[src/rtl/serial_word_comparator.sv]
// Bit-serial unsigned magnitude/equality comparator: two MSB-first words arrive
// one bit per accepted beat; a registered eq/gt/lt verdict is produced with a done pulse.
module serial_word_comparator #(
    parameter  int WIDTH = 4,
    localparam int CW    = $clog2(WIDTH + 1)
) (
    input  logic          clk,
    input  logic          rst_n,
    input  logic          start,
    input  logic          bit_valid,
    input  logic          bit_a,
    input  logic          bit_b,
    output logic          busy,
    output logic          done,
    output logic          eq,
    output logic          gt,
    output logic          lt,
    output logic [CW-1:0] bit_count
);

    typedef enum logic [1:0] {
        IDLE  = 2'b00,
        SHIFT = 2'b01,
        DONE  = 2'b10
    } state_t;

    state_t        state_r, state_next_s;
    logic [CW-1:0] bit_count_r, count_next_s;
    logic          decided_r, decided_next_s;
    logic          gt_prov_r, gt_prov_next_s;
    logic [2:0]    verdict_r, verdict_next_s;
    logic          busy_r, done_r;

    // Next-state, beat acceptance and verdict capture
    always_comb begin
        state_next_s   = state_r;
        count_next_s   = bit_count_r;
        decided_next_s = decided_r;
        gt_prov_next_s = gt_prov_r;
        verdict_next_s = verdict_r;
        case (state_r)
            IDLE: begin
                if (start) begin
                    state_next_s   = SHIFT;
                    count_next_s   = '0;
                    decided_next_s = 1'b0;
                    gt_prov_next_s = 1'b0;
                end else begin
                    state_next_s = IDLE;
                end
            end
            SHIFT: begin
                // A restart wins over a beat presented in the same cycle
                if (start) begin
                    state_next_s   = SHIFT;
                    count_next_s   = '0;
                    decided_next_s = 1'b0;
                    gt_prov_next_s = 1'b0;
                end else if (bit_valid) begin
                    count_next_s = bit_count_r + CW'(1);
                    if (!decided_r && (bit_a != bit_b)) begin
                        decided_next_s = 1'b1;
                        gt_prov_next_s = bit_a & ~bit_b;
                    end else begin
                        decided_next_s = decided_r;
                    end
                    if (count_next_s == CW'(WIDTH)) begin
                        state_next_s   = DONE;
                        verdict_next_s = {~decided_next_s,
                                          decided_next_s & gt_prov_next_s,
                                          decided_next_s & ~gt_prov_next_s};
                    end else begin
                        state_next_s = SHIFT;
                    end
                end else begin
                    state_next_s = SHIFT;
                end
            end
            DONE: begin
                if (start) begin
                    state_next_s   = SHIFT;
                    count_next_s   = '0;
                    decided_next_s = 1'b0;
                    gt_prov_next_s = 1'b0;
                end else begin
                    state_next_s = IDLE;
                end
            end
            default: begin
                state_next_s   = IDLE;
                count_next_s   = '0;
                decided_next_s = 1'b0;
                gt_prov_next_s = 1'b0;
            end
        endcase
    end

    // State, datapath and output registers
    always_ff @(posedge clk or negedge rst_n) begin
        if (!rst_n) begin
            state_r     <= IDLE;
            bit_count_r <= '0;
            decided_r   <= 1'b0;
            gt_prov_r   <= 1'b0;
            verdict_r   <= 3'b000;
            busy_r      <= 1'b0;
            done_r      <= 1'b0;
        end else begin
            state_r     <= state_next_s;
            bit_count_r <= count_next_s;
            decided_r   <= decided_next_s;
            gt_prov_r   <= gt_prov_next_s;
            verdict_r   <= verdict_next_s;
            busy_r      <= (state_next_s == SHIFT);
            done_r      <= (state_next_s == DONE);
        end
    end

    assign busy      = busy_r;
    assign done      = done_r;
    assign eq        = verdict_r[2];
    assign gt        = verdict_r[1];
    assign lt        = verdict_r[0];
    assign bit_count = bit_count_r;

endmodule
[config.mk]
export PLATFORM = sky130hd
export DESIGN_NAME = serial_word_comparator
export DESIGN_NICKNAME = d
export VERILOG_FILES = /design/src/rtl/serial_word_comparator.sv
export SDC_FILE = /design/constraint.sdc
export NUM_CORES = 1
export LEC_CHECK = 0
export BUFFER_PORTS_ARGS = -buffer_cell sky130_fd_sc_hd__buf_4
export CAP_MARGIN = 20
export CORE_UTILIZATION = 41
export DETAILED_ROUTE_END_ITERATION = 6
export SKIP_CTS_REPAIR_TIMING = 1
export SLEW_MARGIN = 10
export SYNTH_ARGS = -nofsm -noshare
export SYNTH_HDL_FRONTEND = slang
export SYNTH_SLANG_ARGS = --single-unit
[constraint.sdc]
create_clock -name clk -period 3 [get_ports clk]
set_input_delay 0.3 -clock clk [delete_from_list [all_inputs] [get_ports clk]]
set_output_delay 0.3 -clock clk [all_outputs]
set_load 0.01 [all_outputs]
==> flow_summary.ini <==
[grt]
grt_start_max_net_pins = 13
track_usage_pct = 17.3
first_global_vias = 372
grt_overflow_total = 0
grt_pass1_wl_um = 1690
antenna_found_initial = 0

[logic_synthesis]
yosysMostFrequentCell = dfrtp_1
netlist_instances = 57
synthFlopType = dfrtp_1
synth_async_sr_flop_share_pct = 100
ys_top_cells_by_count = 12 x dfrtp_1, 8 x a21oi_1, 5 x nand2_1
yosysTopAreaCell = dfrtp_1
synth_warnings = 0
ys_top_cells_by_area = dfrtp_1 50%, a21oi_1 6.7%, ha_1 6.3%
ys_seq_area_share_pct = 50.3
syn_area_per_cell_um2 = 10.5
synth.top_cell.area_share_pct = 50.3
synth_seq_cells = 12
synthesis.nets = 66
synthDistinctLibCells = 22
synth_edf_count = 0
netlist_area_um2 = 597

[sta]
period_needed_ps = 1580
rsz0062_at_grt = no
finalMaxSlewViolations = 0
min_period_over_period_pct = 52.6
max-slew-margin-rel_pct = 74.5
hold_viol_final = 0
setup_viol = 0
worstMarginPinSlew_ps = 382
timing.fmax_mhz = 634
fin_ws_ps = 1420
skew_ps = 2.55
fin_setup_tns_ps = 0

[critical_path]
reg2reg_from = bit_count[0]
startpoint = bit_count[0]
cp.depth = 4
cp_max_fo = 5
r2r_end = verdict_r[2]
arrival_ps = 1740
crit_top_cell = ha_1
crit_path_cell_trace = ha_1 > ha_1 > nor4b_4 > mux2_2
worst_path_max_delay_cell = dfrtp_1
reg2reg_depth = 4
cp_slowest_stage_delay_ps = 430
crit_family = flip-flops
critical_path_class = register to register
cp-end-kind = register
reg2reg_slack_ps = 1420
path_buf_inv = 0
critPathLaunchType = register
required_ps = 3160

[placement]
portBuffers = 13
dp_hpwl_um = 746
place_ws_ps = 1440
postPlaceCellArea_um2 = 698
gp_congestion = 0.803

[cts]
cts.sink_count = 12
cts.path.max_buffers = 2
cts_inserted_buffers = 3
root_buffer = clkbuf_4
clkLatencyLatePin_ps = 270
path_clk_slew_ps = 80
cts_tree = yes
htree_levels = 1

[floorplan]
die_width_um = 40.2
io-pin-count = 14
die_area_um2 = 1610
die_h_um = 40.2
start_util_pct = 44.7
coreArea_um2 = 1330
row_count = 13

[drt]
top_layer_used = met4
drt_first_pass_iters = 4
wl_per_cell_um = 12.1
vias = 462
wl_met1_um = 508
routed-wl-met2_um = 486
viasPerCell = 5.31
wirelength_um = 1050
drc = 0
dr_wl_met3_um = 44
drt_iter0_drc = 5
ant_nets = 0

[status]
status = finished, final reports clean

[power_and_ir_drop]
p_per_area_nw_per_um2 = 485
p_leak_uw = 0.000336
vdd_drop_max_v = 0.000243

[layout]
nets = 82
diodes = 0
layout-area-overhead-vs-synth_pct = 24.7
fin_util_pct = 55.8
drive_above_1_share_pct = 29.2
design_area_um2 = 744

[flow_run]
cap_violations = 0

[worst_hold_path]
hp-start = start
min_path_type = primary input to register
min_path_cells = 2
min_to = bit_count[2]
==> per-stage QoR <==
step	std cells	hold slack [ps]	power, µW
after floorplan	57	4.41	209
after global placement	82	148	234
after detailed placement	82	151	234
after CTS	86	-151	365
after global routing	87	241	385
final	87	261	361
==> kinds of logic after synthesis <==
group,after synthesis,synth area share [%]
buffers and inverters,6,4.40
DFF,12,50.3
and+or+nand+nor,19,20.1
muxes,3,5.45
AOI/OAI and AO/OA,14,13.4
adders and majority gates,3,6.29
==> placed cells by master (no fill, tap or decap) <==
cell,synthesis,final
or4_1,1,1
ha_1,3,3
o21a_1,1,1
mux2i_1,1,1
inv_1,3,3
nand4b_1,1,1
dfrtp_1,12,12
nor2_1,4,4
o21ai_0,3,3
or3_1,1,1
dlygate4sd3_1,0,1
nand2b_1,3,3
a32oi_1,1,1
a21oi_1,8,8
nand2_1,5,5
o311ai_0,1,1
nor4b_4,1,1
nand2_2,1,1
clkbuf_4,0,3
mux2_2,2,2
clkbuf_8,0,1
nor4b_1,1,1
buf_4,1,13
nor2b_1,1,1
==> worst max-delay path by stage <==
stage	end	slack [ps]
CTS	verdict_r[2]	1420
global route	verdict_r[2]	1290
detailed placement	verdict_r[2]	1440
global placement	verdict_r[1]	1420
finish	verdict_r[2]	1420
floorplan	verdict_r[1]	1490
==> metal layers <==
metal	track usage [%]	up-vias
li1	-	229
met1	24.5	223
met2	20.6	8
met3	8.33	2
met4	10.3	0
met5	0	-
==> worst reg2reg max path, cell delays in order, from the launching register on <==
cell,delay [ps]
dfrtp_1,430
ha_1,180
ha_1,180
nor4b_4,310
mux2_2,370
==> report_power, final <==
part	internal, µW	switching (µW)
logic	26.9	24.9
clock network	73.7	56.3
registers	171	8.45
total	272	89.6
==> final cells by class <==
type / instances / area, µm²
Inverter: 3 / 11.3
Clock buffer: 4 / 36.3
Sequential cell: 12 / 300
Tap cell: 15 / 18.8
Fill cell: 119 / 589
Timing Repair Buffer: 14 / 108
Multi-Input combinational cell: 39 / 270
==> flip-flops by register name (all words and copies together), names as in the netlist <==
name and flops:
bit_count 3, gt_prov_r 1, busy 1, done 1, state_r 2, decided_r 1, verdict_r 3
Note: power is estimated with default switching activity, not from simulation.
